===== src/rtl/if_pkg.sv =====
// Shared types and defaults for the instruction-fetch stage: FSM state
// encoding, reset PC, bubble instruction and the PC step.
package if_pkg;

  typedef enum logic [2:0] {
    S_IDLE  = 3'd0,
    S_REQ   = 3'd1,
    S_WAIT  = 3'd2,
    S_HOLD  = 3'd3,
    S_DRAIN = 3'd4
  } fetch_state_e;

  localparam logic [31:0] RESET_PC_DEF = 32'h0000_0000;
  localparam logic [31:0] NOP_INST_DEF = 32'h0000_0013;
  localparam logic [31:0] PC_STEP      = 32'd4;

  // Redirect targets are always word addresses.
  function automatic logic [31:0] align_word(input logic [31:0] addr);
    return {addr[31:2], 2'b00};
  endfunction

endpackage


===== src/rtl/if_id_reg.sv =====
// IF/ID pipeline register read by decode. Priority: load > bubble > hold;
// a cycle with no control asserted falls back to a bubble.
module if_id_reg
  import if_pkg::*;
#(
  parameter logic [31:0] NOP_INST = NOP_INST_DEF
) (
  input  logic        clk_50,
  input  logic        rst,
  input  logic        i_load,
  input  logic        i_bubble,
  input  logic        i_hold,
  input  logic [31:0] i_inst,
  input  logic [31:0] i_pc,
  output logic [31:0] o_inst,
  output logic [31:0] o_pc,
  output logic        o_valid
);

  logic [31:0] r_inst;
  logic [31:0] r_pc;
  logic        r_valid;

  // IF/ID contents update
  always_ff @(posedge clk_50 or posedge rst) begin
    if (rst) begin
      r_inst  <= NOP_INST;
      r_pc    <= 32'd0;
      r_valid <= 1'b0;
    end else if (i_load) begin
      r_inst  <= i_inst;
      r_pc    <= i_pc;
      r_valid <= 1'b1;
    end else if (i_bubble) begin
      r_inst  <= NOP_INST;
      r_pc    <= 32'd0;
      r_valid <= 1'b0;
    end else if (i_hold) begin
      r_inst  <= r_inst;
      r_pc    <= r_pc;
      r_valid <= r_valid;
    end else begin
      r_inst  <= NOP_INST;
      r_pc    <= 32'd0;
      r_valid <= 1'b0;
    end
  end

  assign o_inst  = r_inst;
  assign o_pc    = r_pc;
  assign o_valid = r_valid;

endmodule


===== src/rtl/if_fetch_stage.sv =====
// Instruction-fetch stage: PC, single-outstanding imem FSM and IF/ID register.
// Define IF_PERF_EN to add the fetch_cnt / stall_cnt performance counters.
module if_fetch_stage
  import if_pkg::*;
#(
  parameter logic [31:0] RESET_PC = RESET_PC_DEF,
  parameter logic [31:0] NOP_INST = NOP_INST_DEF
) (
  input  logic        clk_50,
  input  logic        rst,
  input  logic        stall,
  input  logic        flush,
  input  logic [31:0] branch_target,
  output logic        imem_req,
  output logic [31:0] imem_addr,
  input  logic        imem_valid,
  input  logic [31:0] imem_rdata,
  output logic [31:0] inst_out,
  output logic [31:0] pc_out,
  output logic        inst_valid
`ifdef IF_PERF_EN
  ,
  output logic [31:0] fetch_cnt,
  output logic [31:0] stall_cnt
`endif
);

  fetch_state_e r_state;
  fetch_state_e w_state_nxt;
  logic [31:0]  r_pc;
  logic [31:0]  w_pc_nxt;
  logic [31:0]  r_hold_inst;
  logic [31:0]  r_hold_pc;
  logic         r_hold_vld;
  logic [31:0]  w_hold_inst_nxt;
  logic [31:0]  w_hold_pc_nxt;
  logic         w_hold_vld_nxt;
  logic         w_req;
  logic [31:0]  w_addr;
  logic         w_load;
  logic         w_bubble;
  logic         w_hold;
  logic [31:0]  w_ld_inst;
  logic [31:0]  w_ld_pc;
  logic [31:0]  w_pc_inc;
  logic [31:0]  w_target;

  assign w_pc_inc = r_pc + PC_STEP;
  assign w_target = align_word(branch_target);

  // Next-state, PC, hold-buffer and IF/ID control decode (flush > stall > normal)
  always_comb begin
    w_state_nxt     = r_state;
    w_pc_nxt        = r_pc;
    w_hold_inst_nxt = r_hold_inst;
    w_hold_pc_nxt   = r_hold_pc;
    w_hold_vld_nxt  = r_hold_vld;
    w_req           = 1'b0;
    w_addr          = r_pc;
    w_load          = 1'b0;
    w_bubble        = ~stall;
    w_hold          = stall;
    w_ld_inst       = imem_rdata;
    w_ld_pc         = r_pc;
    case (r_state)
      S_IDLE: begin
        w_state_nxt = S_REQ;
        if (flush) begin
          w_pc_nxt = w_target;
          w_bubble = 1'b1;
          w_hold   = 1'b0;
        end else begin
          w_pc_nxt = r_pc;
        end
      end
      S_REQ: begin
        w_req  = 1'b1;
        w_addr = r_pc;
        if (flush) begin
          w_pc_nxt    = w_target;
          w_bubble    = 1'b1;
          w_hold      = 1'b0;
          w_state_nxt = S_DRAIN;
        end else begin
          w_state_nxt = S_WAIT;
        end
      end
      S_WAIT: begin
        if (flush) begin
          w_pc_nxt = w_target;
          w_bubble = 1'b1;
          w_hold   = 1'b0;
          if (imem_valid) begin
            w_state_nxt = S_REQ;
          end else begin
            w_state_nxt = S_DRAIN;
          end
        end else if (imem_valid) begin
          if (stall) begin
            w_hold_inst_nxt = imem_rdata;
            w_hold_pc_nxt   = r_pc;
            w_hold_vld_nxt  = 1'b1;
            w_state_nxt     = S_HOLD;
          end else begin
            // Back-to-back issue keeps a 1-cycle memory at one fetch per cycle.
            w_load   = 1'b1;
            w_pc_nxt = w_pc_inc;
            w_req    = 1'b1;
            w_addr   = w_pc_inc;
          end
        end else begin
          w_state_nxt = S_WAIT;
        end
      end
      S_HOLD: begin
        if (flush) begin
          w_hold_inst_nxt = 32'd0;
          w_hold_pc_nxt   = 32'd0;
          w_hold_vld_nxt  = 1'b0;
          w_pc_nxt        = w_target;
          w_bubble        = 1'b1;
          w_hold          = 1'b0;
          w_state_nxt     = S_REQ;
        end else if (!stall) begin
          w_load         = 1'b1;
          w_ld_inst      = r_hold_inst;
          w_ld_pc        = r_hold_pc;
          w_hold_vld_nxt = 1'b0;
          w_pc_nxt       = w_pc_inc;
          w_state_nxt    = S_REQ;
        end else begin
          w_state_nxt = S_HOLD;
        end
      end
      S_DRAIN: begin
        if (flush) begin
          w_pc_nxt = w_target;
          w_bubble = 1'b1;
          w_hold   = 1'b0;
          // A response landing with the flush still retires the outstanding request.
          if (imem_valid) begin
            w_state_nxt = S_REQ;
          end else begin
            w_state_nxt = S_DRAIN;
          end
        end else if (imem_valid) begin
          w_state_nxt = S_REQ;
        end else begin
          w_state_nxt = S_DRAIN;
        end
      end
      default: begin
        w_state_nxt = S_IDLE;
        w_bubble    = 1'b1;
        w_hold      = 1'b0;
      end
    endcase
  end

  // FSM state, PC and hold buffer
  always_ff @(posedge clk_50 or posedge rst) begin
    if (rst) begin
      r_state     <= S_IDLE;
      r_pc        <= RESET_PC;
      r_hold_inst <= 32'd0;
      r_hold_pc   <= 32'd0;
      r_hold_vld  <= 1'b0;
    end else begin
      r_state     <= w_state_nxt;
      r_pc        <= w_pc_nxt;
      r_hold_inst <= w_hold_inst_nxt;
      r_hold_pc   <= w_hold_pc_nxt;
      r_hold_vld  <= w_hold_vld_nxt;
    end
  end

  assign imem_req  = w_req;
  assign imem_addr = w_addr;

  if_id_reg #(
    .NOP_INST (NOP_INST)
  ) u_if_id_reg (
    .clk_50   (clk_50),
    .rst      (rst),
    .i_load   (w_load),
    .i_bubble (w_bubble),
    .i_hold   (w_hold),
    .i_inst   (w_ld_inst),
    .i_pc     (w_ld_pc),
    .o_inst   (inst_out),
    .o_pc     (pc_out),
    .o_valid  (inst_valid)
  );

`ifdef IF_PERF_EN
  logic [31:0] r_fetch_cnt;
  logic [31:0] r_stall_cnt;

  // Performance counters, free-running and wrapping
  always_ff @(posedge clk_50 or posedge rst) begin
    if (rst) begin
      r_fetch_cnt <= 32'd0;
      r_stall_cnt <= 32'd0;
    end else begin
      if (w_load) begin
        r_fetch_cnt <= r_fetch_cnt + 32'd1;
      end else begin
        r_fetch_cnt <= r_fetch_cnt;
      end
      if (stall && (r_state != S_IDLE)) begin
        r_stall_cnt <= r_stall_cnt + 32'd1;
      end else begin
        r_stall_cnt <= r_stall_cnt;
      end
    end
  end

  assign fetch_cnt = r_fetch_cnt;
  assign stall_cnt = r_stall_cnt;
`endif

endmodule


===== config.mk =====
export PLATFORM = sky130hd
export DESIGN_NAME = if_fetch_stage
export DESIGN_NICKNAME = d
export VERILOG_FILES = /design/src/rtl/if_pkg.sv /design/src/rtl/if_id_reg.sv /design/src/rtl/if_fetch_stage.sv
export SDC_FILE = /design/constraint.sdc
export NUM_CORES = 1
export LEC_CHECK = 0
export ABC_AREA = 1
export CORE_UTILIZATION = 35
export CTS_CLUSTER_SIZE = 24
export DETAILED_ROUTE_END_ITERATION = 16
export HOLD_SLACK_MARGIN = 0.15
export PLACE_DENSITY = 0.66
export SYNTH_ARGS = -nofsm -noshare
export SYNTH_HDL_FRONTEND = slang
export SYNTH_SLANG_ARGS = --single-unit

===== constraint.sdc =====
create_clock -name clk_50 -period 10 [get_ports clk_50]
set_clock_uncertainty 0.05 [all_clocks]
set_input_delay 3 -clock clk_50 [delete_from_list [all_inputs] [get_ports clk_50]]
set_output_delay 3 -clock clk_50 [all_outputs]
set_load 0.01 [all_outputs]

# Word-level counts from Yosys, hierarchy flattened
# Cells that the tools add are included.
# Widths: inputs -> output; s select.
dict set report op_classes {
  add_sub_neg 1
  n_eq_ne 10
  n_mux 48
  bitwise 1
  n_reduce_logical 7
}
# operator count
set ops {}
lappend ops {{$mux 32} 24}
lappend ops {{$pmux 32 s2} 2}
lappend ops {{$pmux 32 s3} 1}
lappend ops {{$add 32x3->32 const B} 1}
lappend ops {{$mux 3} 5}
lappend ops {{$pmux 3 s5} 1}
lappend ops {{$mux 1} 11}
lappend ops {{$eq 3x2->1 const B} 2}
lappend ops {{$ne 2x2->1 const B} 3}
lappend ops {{$reduce_or 5->1} 1}
lappend ops {{$mux 2} 2}
lappend ops {{$ne 4x4->1 const B} 1}
lappend ops {{$pmux 1 s2} 2}
lappend ops {{$reduce_and 4->1} 1}
lappend ops {{$eq 3x1->1 const B} 1}
lappend ops {{$eq 3x3->1 const B} 1}
lappend ops {{$logic_not 3->1} 1}
lappend ops {{$ne 3x1->1 const B} 1}
lappend ops {{$reduce_bool 3->1} 1}
lappend ops {{$reduce_or 3->1} 1}
lappend ops {{$ne 2x1->1 const B} 1}
lappend ops {{$reduce_and 2->1} 1}
lappend ops {{$reduce_bool 2->1} 1}
lappend ops {{$not 1->1} 1}
dict set report word_totals {
  reg_bits 164
  input_bits 69
  elab_cells 74
}

# Depth between registers and ports, before layout
# Gate-level depths: netlist of the first run.
dict set report logic_depth {
  ltp_word 6
  mapped_depth 14
  mapped_depth_nobuf 13
}

# Cells and area by module
# From an unflattened synthesis of the first run, not the netlist that was laid out.
dict set report unflattened {
  hier_cells 1517
  hier_area_um2 10413.7
}
# module n_inst cells_per_inst area_each_um2 seq_area_each_um2
set modules_own_cells {}
lappend modules_own_cells {if_fetch_stage 1 1227 7805.0 2427.3}
lappend modules_own_cells {if_id_reg 1 290 2608.8 1630.3}

# Worst setup path before layout of the first run
# No wires, ideal clock.
dict set report synth_timing {
  path_type {input-to-output}
  startpoint {in stall}
  endpoint {out imem_addr[20]}
  arrival_time_ns 4.301
  slack_ns 2.649
  path_stages 8
  path_buffers 1
  path_cell_list {buf_2 -> nor2_2 -> nand3_1 -> nor2_1 -> nand3_1 -> nand3_1 -> o21ai_0 -> o21ai_0}
}
dict set report synth_between {
  elab_chain_cells 4
}
# element line
set synth_rtl {}
lappend synth_rtl {{start, declared} if_fetch_stage.sv:11} ;# input logic stall,
lappend synth_rtl {{$mux 32} if_fetch_stage.sv:99} ;# if (stall) begin
lappend synth_rtl {{$mux 32} n/a}
lappend synth_rtl {{$mux 32} if_fetch_stage.sv:89} ;# if (flush) begin
lappend synth_rtl {{$mux 32} if_fetch_stage.sv:65} ;# case (r_state)
lappend synth_rtl {{end, declared} if_fetch_stage.sv:15} ;# output logic [31:0] imem_addr,
# Every way passes these cells.

# Worst setup path in the final report of the first run
dict set report layout_timing {
  startpoint {in stall}
  endpoint {out imem_addr[13]}
}
# The elaborated chain is that of the path after synthesis.

==> impl_metrics.py, run 1 <==
metrics = {
    "synthesis": {
        "synth_top_cell_by_area": "dfrtp_1",
        "seq_area_frac_synth_pct": 40.18,
        "ys_types": 43,
        "yosysTopAreaCellShare_pct": 39.40,
        "postSynthAreaPerCell_um2": 6.797,
        "synth_edf_count": 0,
        "ys_ff_latch": 162,
        "syn_inst": 1486,
        "ys.flop_type": "dfrtp_1",
        "yosys-top-cells-area": "dfrtp_1 39%, nand2_1 16%, o21ai_0 9.5%",
        "syn_area_um2": 10100,
        "yosys_warnings": 0,
        "async_flop_share_pct": 100.0,
    },
    "drt": {
        "vias": 10469,
        "vias_per_cell": 5.312,
        "drt-total-wl_um": 32300,
        "drt_iter0_drc": 971,
        "drtPass1Iterations": 5,
        "antenna_left": 0,
        "drt-wirelength-per-cell_um": 16.39,
        "drcViolationCount": 0,
    },
    "timing": {
        "hold_viol": 0,
        "finalSetupViolations": 0,
        "rsz0062_at_grt": "no",
        "finalSetupTns_ns": 0,
        "period_minus_slack_ns": 8.795,
        "worst_pin_slew_ns": 1.120,
        "relSlewSlack_pct": 25.34,
        "drv_slew": 0,
        "fmax_ghz": 0.1137,
        "finalCritPeriodShare_pct": 87.95,
    },
    "hold_path": {
        "min_to": "u_if_id_reg.o_valid$_DFFE_PP0P_",
        "holdPathStages": 2,
        "hold_class": "reg -> reg",
        "hold_start": "u_if_id_reg.o_valid$_DFFE_PP0P_",
    },
    "die": {
        "core_area_um2": 28090,
        "die_w_um": 171.9,
        "start_util_pct": 35.96,
        "io_pins": 167,
        "rows": 61,
        "die-area_um2": 29540,
        "die_height_um": 171.9,
    },
    "placed_design": {
        "place_congestion": 0.8678,
        "port_buffers": 162,
        "place_area_um2": 11840,
        "dp.final_hpwl_um": 20750,
    },
    "worst_setup_path": {
        "cp_max_fo": 79,
        "r2r_slack_ns": 6.68,
        "critPathSlowestCell": "clkdlybuf4s50_1",
        "rr_worst_depth": 9,
        "critPathRequiredTime_ns": 6.95,
        "critPathKind": "in -> out",
        "r2r_end": "u_if_id_reg.o_pc[30]$_DFFE_PP0P_",
        "slowest_delay_ns": 0.59,
        "setup.worst_path.start": "stall",
        "start_kind": "input port",
        "crit_chain": "buf_4 > inv_2 > nand2_1 > nor2_2 > nand3_1 > inv_1 > nand2_1 > nand3_1 > o21ai_0 > o21ai_0 > clkdlybuf4s50_1",
        "critical_path_arrival_ns": 5.74,
        "reg2reg_from": "r_state[1]$_DFFE_PP0P_",
        "end_kind": "primary output",
    },
    "cells_and_area": {
        "drive_gt1_share_pct": 5.775,
        "fin_nets": 1650,
        "syn2layout_area_growth_pct": 23.03,
        "fin_area_um2": 12430,
        "antenna_cells": 0,
        "final_common_cell": "nand2_1",
        "layout_common_cells": "442 x nand2_1, 191 x o21ai_0, 160 x clkdlybuf4s50_1",
    },
    "cts": {
        "cts_setup_buffers": 0,
        "cts.path.max_buffers": 2,
        "postCtsHoldBufs": 0,
        "htreeDepth": 4,
        "clk_pin_slew_ns": 0.06,
        "cts_buffers": 17,
        "cts.sinks": 162,
        "worstSkewPairLatency_ns": 0.43,
        "cts_resized": 0,
        "ctsRootBufferMaster": "clkbuf_16",
        "cts_tree": "yes",
    },
    "global_route": {
        "grt_pass1_vias": 9668,
        "antenna_found_initial": 0,
        "grt_pass1_wl_um": 51340,
        "overflow": 0,
        "grt_max_degree": 109,
        "track_usage_pct": 22.32,
    },
    "power": {
        "power_density_nw_per_um2": 264.9,
        "peakVddDrop_uv": 151.4,
        "cellLeakagePower_uw": 0.005509,
    },
    "status": {
        "status": "finished clean",
    },
    "run": {
        "cap_violations": 0,
    },
}
==> sequential cells by signal, summed over array words and instances (netlist names) <==
| signal | flops |
|---|---|
| r_hold_inst | 32 |
| r_hold_pc | 32 |
| u_if_id_reg.o_inst | 32 |
| u_if_id_reg.o_pc | 32 |
| r_pc | 30 |
| r_state | 3 |
| u_if_id_reg.o_valid | 1 |
==> per-layer routing <==
layer	up-vias	global-route usage, %	part of all wire (%)
met4	0	7.118	1.5
met5	-	0	0
met3	44	2.953	6.9
met2	419	34.80	44
li1	5081	-	-
met1	4925	31.86	48
==> logic make-up after synthesis <==
group                      synth area share [%]
buffers and inverters                     9.192
and+or+nand+nor                           29.36
xor gates and xnor gates                 0.5203
adders and majority gates                0.1239
other                                   0.03713
AOI/OAI and AO/OA                         20.59
DFF                                       40.18
==> area by class of cell <==
| type | count | area, µm² |
|---|---|---|
| Fill cell | 2910 | 15660 |
| Multi-Input combinational cell | 1100 | 5117 |
| Sequential cell | 162 | 4058 |
| Timing Repair Buffer | 174 | 1717 |
| Inverter | 125 | 476.7 |
| Tap cell | 378 | 473.0 |
| Clock buffer | 18 | 429.2 |
| Clock inverter | 14 | 155.1 |
==> per-stage QoR <==
stage	utilization (%)	setup WS [ns]	instances	power, µW	hold slack, ns
CTS	44.24	1.271	1971	3292	0.4251
floorplan	-	2.578	1487	2068	0.3964
finish	44.24	1.205	1971	3291	0.4205
global placement	42.16	1.275	1939	2583	0.4026
detailed placement	42.16	1.295	1939	2614	0.4082
global route	44.24	1.063	1971	3551	0.4568
==> cell usage after synthesis (3+ instances only) <==
cell        n
nand2_1   442
o21ai_0   191
dfrtp_1   159
nand3_1   139
inv_1     109
nor2_1     99
a21oi_1    77
o21ai_1    55
clkbuf_1   46
buf_2      37
o31ai_1    23
inv_2      13
buf_1      10
nand4_1     9
o21ai_2     7
a22o_1      6
nand3_2     6
xor2_1      6
a31oi_1     5
nor2_2      5
a32o_1      4
a21o_1      3
buf_4       3
buf_6       3
dfstp_2     3
o211ai_1    3
or2_2       3
==> worst max-delay path by stage <==
stage	end	slack (ns)	depth (start not counted)
after floorplan	r_hold_inst[0]$_DFFE_PP0P_	2.58	1
final	imem_addr[13]	1.21	11
after global routing	imem_addr[13]	1.06	11
after CTS	imem_addr[13]	1.27	11
after global placement	imem_addr[13]	1.27	11
after detailed placement	imem_addr[13]	1.30	11
==> power breakdown <==
group	switching, µW	total [µW]	internal [µW]
logic	1030	1600	564
registers	178	1030	854
clock network	289	661	372
==> critical path: cells and delay by family <==
kind	cells	cell delay [ns]
simple gates	5	0.99
buf+inv	4	1.39
compound gates	2	0.32
Note: power is estimated with default switching activity, not from simulation.
==> run 2, diff against run 1 <==
SKIP_LAST_GASP = 1   (was default)
==> results of run 2 <==
Same layout as run 1: the final DEF is identical, and so are final timing and power.
==> run 3, diff against run 2 <==
CORE_MARGIN = 2   (was default)
==> run 3 against run 2 <==
Compared with the run above:
- via count is 0.35% higher
- core utilization is 0.70 points lower
- register-to-register slack better by 0.26 ns
- critical path type unchanged
- clock-buffer cell count is 1 higher
- power is 0.51% lower
- flip-flop and latch count stayed put
- worst setup slack better by 0.20 ns
- die area is 2.3% higher
==> impl_metrics.py, run 3 (synthesis results as in run 1) <==
metrics = {
    "cells_and_area": {
        "final_core_utilization_pct": 43.54,
        "fin_nets": 1652,
        "layout_common_cells": "442 x nand2_1, 191 x o21ai_0, 160 x clkdlybuf4s50_1",
        "drive_gt1_share_pct": 5.956,
        "antenna_cells": 0,
        "fin_area_um2": 12430,
        "syn2layout_area_growth_pct": 23.08,
        "final_common_cell": "nand2_1",
        "final_cells": 1979,
    },
    "hold_path": {
        "min_to": "u_if_id_reg.o_inst[10]$_DFFE_PP0P_",
        "hold_start": "u_if_id_reg.o_inst[10]$_DFFE_PP0P_",
        "holdPathStages": 2,
        "hold_class": "reg -> reg",
    },
    "worst_setup_path": {
        "rr_worst_depth": 6,
        "reg2reg_from": "r_state[2]$_DFFE_PP0P_",
        "end_kind": "primary output",
        "critical_path_arrival_ns": 5.55,
        "r2r_slack_ns": 6.94,
        "critPathRequiredTime_ns": 6.95,
        "r2r_end": "u_if_id_reg.o_pc[15]$_DFFE_PP0P_",
        "start_kind": "input port",
        "critPathKind": "in -> out",
        "cp_max_fo": 24,
    },
    "placed_design": {
        "dp.final_hpwl_um": 21020,
        "place_congestion": 0.8753,
        "dpl.cell_count": 1947,
        "place_area_um2": 11850,
        "port_buffers": 162,
    },
    "cts": {
        "cts_buffers": 17,
        "cts_tree": "yes",
        "cts_setup_buffers": 0,
        "worstSkewPairLatency_ns": 0.43,
        "cts_resized": 0,
        "htreeDepth": 4,
        "ctsRootBufferMaster": "clkbuf_16",
        "cts.path.max_buffers": 2,
        "clk_pin_slew_ns": 0.06,
        "postCtsHoldBufs": 0,
        "cts.sinks": 162,
    },
    "drt": {
        "antenna_left": 0,
        "vias_per_cell": 5.309,
        "drt-wirelength-per-cell_um": 16.35,
        "drt-total-wl_um": 32370,
        "drcViolationCount": 0,
        "vias": 10506,
        "drt_iter0_drc": 1076,
        "drtPass1Iterations": 5,
    },
    "power": {
        "power_density_nw_per_um2": 263.4,
        "peakVddDrop_uv": 146.1,
        "cellLeakagePower_uw": 0.005507,
    },
    "global_route": {
        "overflow": 0,
        "track_usage_pct": 21.24,
        "grt_pass1_vias": 9645,
        "antenna_found_initial": 0,
        "grt_pass1_wl_um": 51690,
        "grt_max_degree": 109,
    },
    "die": {
        "die_w_um": 173.9,
        "die_height_um": 173.9,
        "start_util_pct": 35.38,
        "core_area_um2": 28550,
        "rows": 62,
        "io_pins": 167,
        "die-area_um2": 30230,
    },
    "status": {
        "status": "finished clean",
    },
    "timing": {
        "relSlewSlack_pct": 28.40,
        "finalSetupTns_ns": 0,
        "rsz0062_at_grt": "no",
        "period_minus_slack_ns": 8.595,
        "finalSetupViolations": 0,
        "finalCritPeriodShare_pct": 85.95,
        "fmax_ghz": 0.1163,
        "drv_slew": 0,
        "worst_pin_slew_ns": 1.074,
        "hold_viol": 0,
    },
    "run": {
        "cap_violations": 0,
    },
}
run 3: changes by cell type in the layout (fill, tap and decap cells not counted):
cell,previous run,this run
clkinvlp_4,2,4
bufinv_16,2,1
clkbuf_8,0,2
clkinv_2,2,1
buf_12,1,0
clkinv_4,4,3
clkbuf_1,1,0
buf_4,12,15
run 3: layer usage:
layer | vias up | global-route usage [%] | part of all wire (%)
met4 | 0 | 7.248 | 2.3
li1 | 5098 | - | -
met3 | 49 | 3.333 | 7.1
met2 | 444 | 31.64 | 43
met1 | 4915 | 31.25 | 48
met5 | - | 0 | 0
run 3: worst max-delay path by stage:
stage          start                          to  slack (ns)  cells after the start
6_report       stall               imem_addr[16]        1.40                      9
3_5_place_dp   stall               imem_addr[16]        1.51                      9
3_3_place_gp   stall               imem_addr[13]        1.49                     11
5_1_grt        stall               imem_addr[13]        1.30                     11
4_1_cts        stall               imem_addr[16]        1.50                      9
2_1_floorplan    rst  r_hold_inst[0]$_DFFE_PP0P_        2.58                      1
run 3: final cells by class:
cell class / instances / area, µm²
Multi-Input combinational cell: 1100 / 5117
Fill cell: 2941 / 16120
Clock inverter: 13 / 126.4
Inverter: 125 / 476.7
Clock buffer: 19 / 452.9
Sequential cell: 162 / 4058
Tap cell: 384 / 480.5
Timing Repair Buffer: 176 / 1719
run 3: stage by stage:
stage               power [µW]  setup WS [ns]  hold slack, ns
finish                    3275          1.405          0.4272
detailed placement        2601          1.508          0.4130
global placement          2565          1.493          0.4070
global route              3530          1.301          0.4579
CTS                       3270          1.495          0.4300
floorplan                 2068          2.578          0.3964
run 3: worst max-delay path, cell delays in order:
cell	delay, ns
buf_4	0.20
nor2_2	0.20
nand3_1	0.23
nor2_1	0.68
nand4_1	0.21
nand3_1	0.16
nand3_1	0.07
o21ai_0	0.17
clkdlybuf4s50_1	0.62
run 3: where the power goes:
group | total, µW | internal [µW] | switching, µW
Sequential | 1030 | 854 | 178
Combinational | 1590 | 564 | 1030
Clock | 653 | 360 | 293
Total | 3270 | 1780 | 1500
